File: src/rtl/controle_multiciclo_pkg.sv
// Shared encodings for the multicycle control unit:
// FSM states, opcodes, mux/ALU codes and the control vector.
package controle_pkg;

    typedef enum logic [3:0] {
        FETCH    = 4'd0,
        DECODE   = 4'd1,
        MEMADDR  = 4'd2,
        MEMREAD  = 4'd3,
        MEMWB    = 4'd4,
        MEMWRITE = 4'd5,
        EXEC_R   = 4'd6,
        RWB      = 4'd7,
        BRANCH   = 4'd8,
        JUMP     = 4'd9,
        ADDI_EX  = 4'd10,
        ADDI_WB  = 4'd11,
        HALT     = 4'd12
    } estado_t;

    localparam logic [5:0] OP_R    = 6'h00;
    localparam logic [5:0] OP_LW   = 6'h23;
    localparam logic [5:0] OP_SW   = 6'h2B;
    localparam logic [5:0] OP_BEQ  = 6'h04;
    localparam logic [5:0] OP_J    = 6'h02;
    localparam logic [5:0] OP_ADDI = 6'h08;

    localparam logic [1:0] ALU_ADD   = 2'b00;
    localparam logic [1:0] ALU_SUB   = 2'b01;
    localparam logic [1:0] ALU_FUNCT = 2'b10;

    localparam logic [1:0] SRCB_REG = 2'b00;
    localparam logic [1:0] SRCB_4   = 2'b01;
    localparam logic [1:0] SRCB_IMM = 2'b10;
    localparam logic [1:0] SRCB_SHL = 2'b11;

    localparam logic [1:0] PCS_ALU = 2'b00;
    localparam logic [1:0] PCS_OUT = 2'b01;
    localparam logic [1:0] PCS_JMP = 2'b10;

    typedef struct packed {
        logic       pc_write;
        logic       pc_write_cond;
        logic       iord;
        logic       mem_read;
        logic       mem_write;
        logic       ir_write;
        logic       mem_to_reg;
        logic       reg_dst;
        logic       reg_write;
        logic       alu_src_a;
        logic [1:0] alu_src_b;
        logic [1:0] alu_op;
        logic [1:0] pc_source;
    } ctrl_t;

    function automatic logic retira(input estado_t s);
        return (s == MEMWB) || (s == MEMWRITE) || (s == RWB) ||
               (s == BRANCH) || (s == JUMP) || (s == ADDI_WB);
    endfunction

endpackage

File: src/rtl/controle_multiciclo_if.sv
// Datapath control bundle driven by the control unit.
// master = control unit, slave = datapath.
interface controle_if;

    logic       pc_write;
    logic       pc_write_cond;
    logic       iord;
    logic       mem_read;
    logic       mem_write;
    logic       ir_write;
    logic       mem_to_reg;
    logic       reg_dst;
    logic       reg_write;
    logic       alu_src_a;
    logic [1:0] alu_src_b;
    logic [1:0] alu_op;
    logic [1:0] pc_source;
    logic       pc_en;

    modport master (
        output pc_write, pc_write_cond, iord, mem_read,
        output mem_write, ir_write, mem_to_reg, reg_dst,
        output reg_write, alu_src_a, alu_src_b, alu_op,
        output pc_source, pc_en
    );

    modport slave (
        input pc_write, pc_write_cond, iord, mem_read,
        input mem_write, ir_write, mem_to_reg, reg_dst,
        input reg_write, alu_src_a, alu_src_b, alu_op,
        input pc_source, pc_en
    );

endinterface

File: src/rtl/controle_multiciclo_saidas.sv
// Moore output decoder: current state to datapath control vector.
module controle_saidas
    import controle_pkg::*;
(
    input  estado_t estado,
    output ctrl_t   ctrl
);

    always_comb begin
        ctrl = '0;
        unique case (estado)
            FETCH: begin
                ctrl.mem_read  = 1'b1;
                ctrl.ir_write  = 1'b1;
                ctrl.pc_write  = 1'b1;
                ctrl.alu_src_b = SRCB_4;
                ctrl.alu_op    = ALU_ADD;
                ctrl.pc_source = PCS_ALU;
            end
            DECODE: begin
                ctrl.alu_src_b = SRCB_SHL;
            end
            MEMADDR, ADDI_EX: begin
                ctrl.alu_src_a = 1'b1;
                ctrl.alu_src_b = SRCB_IMM;
            end
            MEMREAD: begin
                ctrl.mem_read = 1'b1;
                ctrl.iord     = 1'b1;
            end
            MEMWB: begin
                ctrl.reg_write  = 1'b1;
                ctrl.mem_to_reg = 1'b1;
            end
            MEMWRITE: begin
                ctrl.mem_write = 1'b1;
                ctrl.iord      = 1'b1;
            end
            EXEC_R: begin
                ctrl.alu_src_a = 1'b1;
                ctrl.alu_src_b = SRCB_REG;
                ctrl.alu_op    = ALU_FUNCT;
            end
            RWB: begin
                ctrl.reg_write = 1'b1;
                ctrl.reg_dst   = 1'b1;
            end
            BRANCH: begin
                ctrl.alu_src_a     = 1'b1;
                ctrl.pc_write_cond = 1'b1;
                ctrl.alu_op        = ALU_SUB;
                ctrl.pc_source     = PCS_OUT;
            end
            JUMP: begin
                ctrl.pc_write  = 1'b1;
                ctrl.pc_source = PCS_JMP;
            end
            ADDI_WB: begin
                ctrl.reg_write = 1'b1;
            end
            default: ctrl = '0;
        endcase
    end

endmodule

File: src/rtl/controle_multiciclo.sv
// Multicycle control unit: state register, dispatch,
// reset-gated control outputs and performance counters.
module controle_multiciclo
    import controle_pkg::*;
#(
    parameter int COUNT_W      = 32,
    parameter bit HALT_ON_ZERO = 1'b1
) (
    input  logic               clock,
    input  logic               reset,
    input  logic [31:0]        instrucao,
    input  logic               zero,
    controle_if.master         ctl,
    output logic               halted,
    output logic               illegal,
    output logic [3:0]         estado,
    output logic [COUNT_W-1:0] ciclos,
    output logic [COUNT_W-1:0] instrucoes
);

    estado_t    st, nx;
    ctrl_t      c, g;
    logic       ilegal_d;
    logic [5:0] opcode;

    assign opcode = instrucao[31:26];

    always_ff @(posedge clock or negedge reset) begin
        if (!reset) st <= FETCH;
        else        st <= nx;
    end

    always_comb begin
        nx       = st;
        ilegal_d = 1'b0;
        unique case (st)
            FETCH:  nx = DECODE;
            DECODE: begin
                if (HALT_ON_ZERO && instrucao == 32'd0) begin
                    nx = HALT;
                end else begin
                    unique case (opcode)
                        OP_R:         nx = EXEC_R;
                        OP_LW, OP_SW: nx = MEMADDR;
                        OP_BEQ:       nx = BRANCH;
                        OP_J:         nx = JUMP;
                        OP_ADDI:      nx = ADDI_EX;
                        default: begin
                            nx       = FETCH;
                            ilegal_d = 1'b1;
                        end
                    endcase
                end
            end
            MEMADDR: nx = (opcode == OP_SW) ? MEMWRITE : MEMREAD;
            MEMREAD: nx = MEMWB;
            EXEC_R:  nx = RWB;
            ADDI_EX: nx = ADDI_WB;
            MEMWB, MEMWRITE, RWB,
            BRANCH, JUMP, ADDI_WB: nx = FETCH;
            HALT:    nx = HALT;
            default: nx = FETCH;
        endcase
    end

    controle_saidas u_saidas (
        .estado (st),
        .ctrl   (c)
    );

    // Reset low kills every enable without waiting for a clock edge
    assign g = reset ? c : '0;

    assign ctl.pc_write      = g.pc_write;
    assign ctl.pc_write_cond = g.pc_write_cond;
    assign ctl.iord          = g.iord;
    assign ctl.mem_read      = g.mem_read;
    assign ctl.mem_write     = g.mem_write;
    assign ctl.ir_write      = g.ir_write;
    assign ctl.mem_to_reg    = g.mem_to_reg;
    assign ctl.reg_dst       = g.reg_dst;
    assign ctl.reg_write     = g.reg_write;
    assign ctl.alu_src_a     = g.alu_src_a;
    assign ctl.alu_src_b     = g.alu_src_b;
    assign ctl.alu_op        = g.alu_op;
    assign ctl.pc_source     = g.pc_source;
    assign ctl.pc_en         = g.pc_write | (g.pc_write_cond & zero);

    assign halted  = reset & (st == HALT);
    assign illegal = reset & ilegal_d;
    assign estado  = st;

    always_ff @(posedge clock or negedge reset) begin
        if (!reset) begin
            ciclos     <= '0;
            instrucoes <= '0;
        end else begin
            if (st != HALT) ciclos <= ciclos + 1'b1;
            if (retira(st)) instrucoes <= instrucoes + 1'b1;
        end
    end

endmodule

File: src/flat_wrapper.sv
// flat-port wrapper written by rule: the top's interface ports become plain ports
module controle_multiciclo_flat import controle_pkg::*;
#(
    parameter int COUNT_W      = 32,
    parameter bit HALT_ON_ZERO = 1'b1
)
  (clock, reset, instrucao, zero, halted, illegal, estado, ciclos, instrucoes, ctl_pc_write, ctl_pc_write_cond, ctl_iord, ctl_mem_read, ctl_mem_write, ctl_ir_write, ctl_mem_to_reg, ctl_reg_dst, ctl_reg_write, ctl_alu_src_a, ctl_alu_src_b, ctl_alu_op, ctl_pc_source, ctl_pc_en);
  controle_if ctl_i ();
  input  logic clock;
  input  logic reset;
  input  logic [31:0] instrucao;
  input  logic zero;
  output logic halted;
  output logic illegal;
  output logic [3:0] estado;
  output logic [COUNT_W-1:0] ciclos;
  output logic [COUNT_W-1:0] instrucoes;
  output wire logic [$bits(ctl_i.pc_write)-1:0] ctl_pc_write;
  output wire logic [$bits(ctl_i.pc_write_cond)-1:0] ctl_pc_write_cond;
  output wire logic [$bits(ctl_i.iord)-1:0] ctl_iord;
  output wire logic [$bits(ctl_i.mem_read)-1:0] ctl_mem_read;
  output wire logic [$bits(ctl_i.mem_write)-1:0] ctl_mem_write;
  output wire logic [$bits(ctl_i.ir_write)-1:0] ctl_ir_write;
  output wire logic [$bits(ctl_i.mem_to_reg)-1:0] ctl_mem_to_reg;
  output wire logic [$bits(ctl_i.reg_dst)-1:0] ctl_reg_dst;
  output wire logic [$bits(ctl_i.reg_write)-1:0] ctl_reg_write;
  output wire logic [$bits(ctl_i.alu_src_a)-1:0] ctl_alu_src_a;
  output wire logic [$bits(ctl_i.alu_src_b)-1:0] ctl_alu_src_b;
  output wire logic [$bits(ctl_i.alu_op)-1:0] ctl_alu_op;
  output wire logic [$bits(ctl_i.pc_source)-1:0] ctl_pc_source;
  output wire logic [$bits(ctl_i.pc_en)-1:0] ctl_pc_en;
  assign ctl_pc_write = ctl_i.pc_write;
  assign ctl_pc_write_cond = ctl_i.pc_write_cond;
  assign ctl_iord = ctl_i.iord;
  assign ctl_mem_read = ctl_i.mem_read;
  assign ctl_mem_write = ctl_i.mem_write;
  assign ctl_ir_write = ctl_i.ir_write;
  assign ctl_mem_to_reg = ctl_i.mem_to_reg;
  assign ctl_reg_dst = ctl_i.reg_dst;
  assign ctl_reg_write = ctl_i.reg_write;
  assign ctl_alu_src_a = ctl_i.alu_src_a;
  assign ctl_alu_src_b = ctl_i.alu_src_b;
  assign ctl_alu_op = ctl_i.alu_op;
  assign ctl_pc_source = ctl_i.pc_source;
  assign ctl_pc_en = ctl_i.pc_en;
  controle_multiciclo #(.COUNT_W(COUNT_W), .HALT_ON_ZERO(HALT_ON_ZERO)) u_core (.clock(clock), .reset(reset), .instrucao(instrucao), .zero(zero), .ctl(ctl_i), .halted(halted), .illegal(illegal), .estado(estado), .ciclos(ciclos), .instrucoes(instrucoes));
endmodule
File: config.mk
export PLATFORM = sky130hd
export DESIGN_NAME = controle_multiciclo_flat
export DESIGN_NICKNAME = d
export VERILOG_FILES = /design/src/rtl/controle_multiciclo_pkg.sv /design/src/rtl/controle_multiciclo_if.sv /design/src/rtl/controle_multiciclo_saidas.sv /design/src/rtl/controle_multiciclo.sv /design/src/flat_wrapper.sv
export SDC_FILE = /design/constraint.sdc
export NUM_CORES = 1
export LEC_CHECK = 0
export CORE_MARGIN = 3
export CORE_UTILIZATION = 36
export CTS_CLUSTER_SIZE = 24
export DETAILED_ROUTE_END_ITERATION = 10
export PLACE_DENSITY = 0.76
export SYNTH_ARGS = -nofsm -noshare
export SYNTH_HDL_FRONTEND = slang
export SYNTH_HIERARCHICAL = 1
export SYNTH_SLANG_ARGS = --single-unit
export TNS_END_PERCENT = 50
File: constraint.sdc
create_clock -name clock -period 4.2 [get_ports clock]
set_clock_uncertainty 0.1 [all_clocks]
set_input_delay 0.63 -clock clock [delete_from_list [all_inputs] [get_ports clock]]
set_output_delay 0.63 -clock clock [all_outputs]
set_load 0.05 [all_outputs]
### Word-level counts from Yosys, hierarchy flattened

Index checks and enable logic that the tools add are counted.

| storage, ports and cells | value |
|---|---|
| register bits | 68 |
| input port bits | 35 |
| output and inout port bits | 87 |
| logic and storage cells | 64 |

| cells by class | value |
|---|---|
| $add $sub $neg | 2 |
| eq/ne operators | 18 |
| multiplexer cells | 21 |
| bitwise operators | 4 |
| reductions and logical operators | 16 |

Operators by type and width:

| kind | number |
|---|---|
| adder 32 x 1 -> 32 bit, second input constant | 2 |
| zero test 32 bit | 1 |
| case mux 4 bit (7 select lines) | 1 |
| == test 4 bit, second input constant | 5 |
| case mux 4 bit (5 select lines) | 1 |
| == test 4 x 3 -> 1 bit, second input constant | 4 |
| 2-to-1 mux 16 bit | 1 |
| 2-to-1 mux 1 bit | 13 |
| == test 6 bit, second input constant | 2 |
| OR reduction 2 bit | 5 |
| == test 4 x 2 -> 1 bit, second input constant | 2 |
| case mux 2 bit (2 select lines) | 2 |
| == test 6 x 2 -> 1 bit, second input constant | 1 |
| == test 6 x 3 -> 1 bit, second input constant | 1 |
| == test 6 x 4 -> 1 bit, second input constant | 1 |
| zero test 6 bit | 1 |
| case mux 2 bit (3 select lines) | 1 |
| OR reduction 6 bit | 1 |
| logical OR 1 bit | 5 |
| == test 4 x 1 -> 1 bit, second input constant | 1 |
| zero test 4 bit | 1 |
| 2-to-1 mux 4 bit | 1 |
| != test 4 bit, second input constant | 1 |
| OR reduction 4 bit | 1 |
| 4 further kinds | 6 |

### Longest topological paths before layout

Gate-level depths: netlist of run 1.

| depth | value |
|---|---|
| depth after elaboration | 6 |
| depth in mapped cells | 6 |
| gate-level depth less buffers | 5 |

### Modules after synthesis

Netlist of run 1, hierarchy kept.

By module, submodules not included:

| module | times used | cells each | area an instance (µm²) | seq. area each (µm²) |
|---|---|---|---|---|
| controle_multiciclo | 1 | 336 | 3524.6 | 1701.6 |
| controle_saidas | 1 | 30 | 206.4 | 0.0 |

### Worst setup path after synthesis of run 1

No wires, ideal clock.

| timing path | value |
|---|---|
| path kind | input to output |
| from | input instrucao[27] |
| to | output illegal |
| arrival | 2.605 ns |
| required time | 3.470 ns |
| setup slack | 0.865 ns |
| stages | 5 |
| buffers on the path | 1 |
| cell sequence | clkbuf_1 -> o21ai_0 -> o211ai_1 -> nand2_1 -> nor4_1 |

| on the way | value |
|---|---|
| longest elaborated chain between the ends | 6 |
| elaborated cells between the ends (all ways) | 12 |
| those cells by class | 5 x eq/ne; 3 x mux; 1 x bitwise; 3 x reduce/logical |

RTL lines:

| item | line | source |
|---|---|---|
| start, declared | flat_wrapper.sv:11 | `input logic [31:0] instrucao;` |
| == test 6 bit (tied with other cells) | controle_multiciclo.sv:42 | `unique case (opcode)` |
| OR reduction 6 bit (no source line) | -- |  |
| 2-to-1 mux 1 bit | controle_multiciclo.sv:42 |  |
| 2-to-1 mux 1 bit * | controle_multiciclo.sv:39 | `if (HALT_ON_ZERO && instrucao == 32'd0) begin` |
| 2-to-1 mux 1 bit * | controle_multiciclo.sv:36 | `unique case (st)` |
| bitwise AND 1 bit * | controle_multiciclo.sv:90 | `assign illegal = reset & ilegal_d;` |
| end, declared | flat_wrapper.sv:14 | `output logic illegal;` |

Mark *: on every way between the ends. The rest lies on a longest branch, timed or not.

### Worst setup path after layout of run 1

Same ends and word-level chain as after synthesis.

==> metrics.txt, run 1 <==
largest buffer count on any clock path 2; worst endpoint data arrival time about 2.8 ns; Placement Rows 36; number of nets still failing antenna checks after routing 0; Register-to-Register Path Depth 4; gate count after technology mapping 366; vias per cell 5.09; class of the tightest hold or removal check input pin to asynchronous set/reset pin; number of global-route vias before repair 3148; wire length of the first global-routing pass 14500 um; detailed-placement wirelength estimate between 6000 and 7000 um; Sum Neg Setup Slack 0 ns; number of diodes added for antenna fixing 0; number of buffers created by CTS 9; IO Pins 122; slowest CP cell sky130_fd_sc_hd__clkdlybuf4s50_1; Total Die Area between 10000 and 15000 um2; minimum period implied by the final worst setup slack between 3 and 4 ns; cells resized by post-CTS repair 0; clock latency on the worst-skew pair roughly 0.34 ns; DRT Pass-1 Iters 4; floorplan die width 108 um; final layout net count 522; mean area per synthesized cell 10.2 um2; TritonCTS clock tree yes; critical setup path kind input pin to output pin; proportion of netlist area held by the largest area contributor 45.6%; number of hold violations in the final report 0; required time at the endpoint of the critical path between 3 and 4 ns; floorplan core area 9910 um2; CTS H-Tree Depth 3; postcts setup bufs 0; cell types occupying the most area after synthesis sky130_fd_sc_hd__dfrtp_1 (46%), sky130_fd_sc_hd__xnor2_1 (9.4%), sky130_fd_sc_hd__xor2_1 (6.3%); areal power density over the cells 418 nW/um2; slew at the pin closest to its max-slew limit between 0.8 and 0.9 ns; die span in y roughly 110 um; final core utilization 53.1%; peak fanout along the critical path 9; cell type with the largest total area after synthesis sky130_fd_sc_hd__dfrtp_1; leading register cell type out of synthesis sky130_fd_sc_hd__dfrtp_1; clk sink count 68; unrepaired setup endpoints after global routing no; count of cell types in the netlist 52; number of hold buffers added after cts 0; number of warnings printed during yosys synthesis 6; CP endpoint kind output pin; cell mode on critical path sky130_fd_sc_hd__clkdlybuf4s50_1; share of the clock period used by the worst path after layout 83.8%; startpoint type of the worst setup path input pin; VDD IR-drop max 0.237 mV; crit path cell chain clkdlybuf4s50_1 > o21ai_0 > o211ai_1 > nand2_1 > nor4_1 > clkdlybuf4s50_1; clock root buffer sky130_fd_sc_hd__clkbuf_8; leakage 2.15 nW; vias after detailed routing 3164; total congestion overflow 0; maximum operating frequency 0.284 GHz; Max Cap Viol 0; Routability Congestion approximately 0.8; number of storage elements in the synthesis netlist 68; effective utilization at floorplan 37.7%; final routed wirelength across all metal layers 8730 um; Post-Synthesis Net Count 403; sequential cell area fraction in the yosys report a little under half; setup violation total in the final timing report 0; number of I/O port buffers 121; Final Slew Violations 0; initial antenna violation count 0; Netlist Area Pre-Place approximately 3700 um2; detailed-route wire length per cell 14.0 um; worst relative slew slack about 45%; largest net degree at the start of global routing 48; Reg clk slew, reported paths 0.08 ns; Iter 0 DRT Violations about 130; area added between synthesis and finish 41.1%; FFs w/ async S/R, synth 100%; # DRC 0; result of the run finished clean; EDFF count, synth 0; all-layer global routing usage 15.4%; share of cells above drive strength 1 7.77%; peak per-stage delay on the critical path 0.87 ns
-- where the power goes --
group,switching (mW),internal (mW)
Combinational,0.463,0.280
Sequential,0.107,0.713
Clock,0.248,0.392
-- kinds of logic after synthesis --
family,after synthesis,share of synthesized area [%]
AND/OR/NAND/NOR,191,31.7
flip-flops,68,45.6
XOR/XNOR,67,15.7
buffers and inverters,22,3.22
AO/OA/AOI/OAI,15,2.82
adder cells (fa/ha/maj),2,0.671
multiplexers,1,0.302
-- synth_stat cells, drive strengths merged (7+ instances only) --
cell type,instances
inv,7
nor2,18
xnor2,40
nor3,19
nand2,32
nor4,17
nand4,18
xor2,27
and3,8
nand3,21
buf,10
nor3b,7
and2,18
dfrtp,68
-- cells in the final DEF, fill, tap and decap left out, drive strengths merged, types with 4 or more instances in the layout --
cell,instances
xor2,27
a21oi,4
nand3,21
inv,7
nor4,17
clkbuf,9
clkdlybuf4s50,120
nand2b,6
nor3,19
and2,18
nor3b,7
and4,6
nand2,32
xnor2,40
nand4,18
and3,8
dfrtp,68
nor2,18
-- final cells by class --
cell class,instances,area [um2]
Clock buffer,9,124
Clock inverter,6,114
Fill cell,890,4640
Inverter,7,26.3
Multi-Input combinational cell,276,1910
Sequential cell,68,1700
Tap cell,133,166
Timing Repair Buffer,123,1220
-- through the flow --
stage	power [mW]	hold WS, ns	worst slack, ns	cells	cell area, um2
floorplan	1.31	0.234	0.865	366	3730
global placement	1.57	0.362	0.807	607	5030
detailed placement	1.58	0.368	0.718	607	5030
CTS	2.23	0.142	0.698	622	5270
global route	2.31	0.165	0.580	622	5270
finish	2.20	0.148	0.682	622	5270
-- path summary, 6_finish.rpt --
path | startpoint | end | slack [ns]
setup / recovery | instrucao[27] | illegal | 0.68
hold / removal | reset | u_core/ciclos[5] | 0.15
setup reg to reg | u_core/estado[0] | u_core/instrucoes[28] | 1.71
hold reg to reg | u_core/instrucoes[31] | u_core/instrucoes[31] | 0.38
max in group asynchronous | reset | u_core/ciclos[23] | 2.96
min in group clock | u_core/instrucoes[31] | u_core/instrucoes[31] | 0.38
-- metal layers --
layer	vias up	global-route usage, %	part of all wire [%]
met1	1526	18.7	42
li1	1528	-	-
met4	0	5.86	1.4
met5	-	0	0
met3	15	3.78	5.9
met2	95	26.2	50
-- flip-flops by register name, indices dropped and copies added (netlist names) --
name and flops:
u_core/instrucoes 32, u_core/ciclos 32, u_core/estado 4
-- worst max-delay path: cells and delay by family --
family | cells | cell delay, ns
buffers and inverters | 2 | 1.49
and+or+nand+nor | 2 | 0.37
AOI/OAI and AO/OA | 2 | 0.30
Power figures use the tool's default switching activity.
==> run 2: changes to the inputs <==
==> constraint.sdc (replaced) <==
create_clock -name clock -period 3.35 [get_ports clock]
set_clock_uncertainty 0.1 [all_clocks]
set_input_delay 0.5025 -clock clock [delete_from_list [all_inputs] [get_ports clock]]
set_output_delay 0.5025 -clock clock [all_outputs]
set_load 0.05 [all_outputs]
==> run 2 against run 1 <==
Effect of this change:
- power is 25% higher
- via count barely moved
- core utilization rose by 0.30 points
- final cell count rose by 0.96%
- first-iteration DRC count shrank 26%
- combinational power is 31% higher
- largest power group unchanged
==> metrics.txt, run 2 (synthesis results as in run 1) <==
class of the tightest hold or removal check flop to flop; all-layer global routing usage 16.0%; share of the clock period used by the worst path after layout 91.9%; VDD IR-drop max between 0.2 and 0.3 mV; largest net degree at the start of global routing 35; Sum Neg Setup Slack 0 ns; floorplan die width 108 um; final routed wirelength across all metal layers 8910 um; peak per-stage delay on the critical path roughly 0.8 ns; # DRC 0; worst endpoint data arrival time 2.48 ns; areal power density over the cells 521 nW/um2; maximum operating frequency 0.325 GHz; number of I/O port buffers between 100 and 150; initial antenna violation count 0; Placement Rows 36; worst setup slack before clock tree synthesis 0.510 ns; unrepaired setup endpoints after global routing no; clock latency on the worst-skew pair 0.34 ns; setup violation total in the final timing report 0; critical setup path kind flop to output pin; effective utilization at floorplan 37.7%; worst relative slew slack 42.9%; Max Cap Viol 0; vias per cell 5.04; number of global-route vias before repair 3253; number of diodes added for antenna fixing 0; result of the run finished clean; CTS H-Tree Depth 3; Iter 0 DRT Violations between 90 and 100; final layout net count about 530; number of buffers created by CTS 9; peak fanout along the critical path 13; wire length of the first global-routing pass 15100 um; slew at the pin closest to its max-slew limit 0.850 ns; detailed-route wire length per cell about 14 um; R2R Setup Slk around 0.84 ns; largest buffer count on any clock path 2; worst hold path endpoint u_core/ciclos[31]; vias after detailed routing 3162; crit path cell chain nand2b_1 > nor3_1 > and2_1 > a21o_1 > clkdlybuf4s50_1; final critical-path setup slack ~0.27 ns; Tot Pwr approximately 2.8 mW; total congestion overflow 0; CP endpoint kind output pin; postcts setup bufs 0; TritonCTS clock tree yes; clock root buffer sky130_fd_sc_hd__clkbuf_8; slowest CP cell sky130_fd_sc_hd__clkdlybuf4s50_1; end of the worst register-to-register path u_core/instrucoes[28]; share of cells above drive strength 1 9.09%; Routability Congestion 0.786; Reg clk slew, reported paths 0.09 ns; most common cell after layout, fill and taps aside sky130_fd_sc_hd__clkdlybuf4s50_1; leakage 2.18 nW; number of hold violations in the final report 0; Register-to-Register Path Depth 5; final core utilization a little over half; Final Slew Violations 0; clk sink count ~70; minimum period implied by the final worst setup slack 3.08 ns; number of nets still failing antenna checks after routing 0; area added between synthesis and finish 41.9%; hold path start u_core/ciclos[31]; hold_ws ~0.37 ns; startpoint type of the worst setup path flop; DRT Pass-1 Iters 5; die span in y 108 um; IO Pins 122; Total Die Area 11600 um2; floorplan core area 9910 um2; required time at the endpoint of the critical path 2.75 ns; detailed-placement wirelength estimate 6660 um; Worst Hold Depth 1; commonest non-fill, non-tap cells in the layout sky130_fd_sc_hd__clkdlybuf4s50_1 (119), sky130_fd_sc_hd__dfrtp_1 (67), sky130_fd_sc_hd__xnor2_1 (40), sky130_fd_sc_hd__nand2_1 (32), sky130_fd_sc_hd__xor2_1 (27); launching point of the worst reg2reg path u_core/estado[0]
run 2: cell types whose count changed in the layout (fill, tap and decap cells not counted), sizes merged:
cell | before | now
buf | 3 | 8
clkinv | 1 | 0
clkdlybuf4s50 | 120 | 119
bufinv | 3 | 2
clkinvlp | 2 | 1
dlygate4sd3 | 0 | 1
inv | 7 | 11
run 2: through the flow:
stage | instances | instance area [um2]
4_1_cts | 628 | 5290
3_3_place_gp | 611 | 5050
2_1_floorplan | 366 | 3730
6_report | 628 | 5300
3_5_place_dp | 611 | 5050
5_1_grt | 628 | 5300
run 2: worst max-delay path: cells and delay by family, from the launching register on:
kind            cells  cell delay [ns]
compound gates      1             0.12
flops               1             0.53
buf+inv             1             0.79
simple gates        3             0.69
run 2: per-layer routing:
metal  global-route usage (%)  vias to the layer above  routed length, um
li1                         -                     1545                  -
met1                     19.8                     1499               3820
met2                     27.0                      106               4420
met3                     4.38                       12                533
met4                     5.41                        0                132
met5                        0                        -                  0
run 2: worst max-delay path by stage:
stage                                 from  cells after the start  slack [ns]   endpoint
after floorplan           u_core/estado[3]                      3        0.15    illegal
after global placement    u_core/estado[3]                      3        0.59     halted
after detailed placement  u_core/estado[3]                      5        0.51  ctl_pc_en
after CTS                 u_core/estado[3]                      5        0.12  ctl_pc_en
after global routing      u_core/estado[2]                      5        0.14  ctl_pc_en
final                     u_core/estado[2]                      5        0.27  ctl_pc_en
run 2: power breakdown:
part           leakage [nW]  internal [mW]  switching [mW]  total (mW)
clock network         0.113          0.432           0.344       0.776
registers             0.923          0.894           0.109        1.00
logic                  1.14          0.363           0.614       0.977
run 2: timing repair:
action,4_1_cts,5_1_grt
hold buffers,1,0
resized for setup,0,1
hold endpoints to repair,2,0
endpoints found under the setup margin,0,1
run 2: cell type report:
type,count,area (um2)
well taps,133,166
multi-input cells,276,1910
flip-flops and latches,68,1700
repair buffers,128,1260
clock buffers,9,124
fillers,924,4610
clock inverters,7,105
inverters,7,26.3
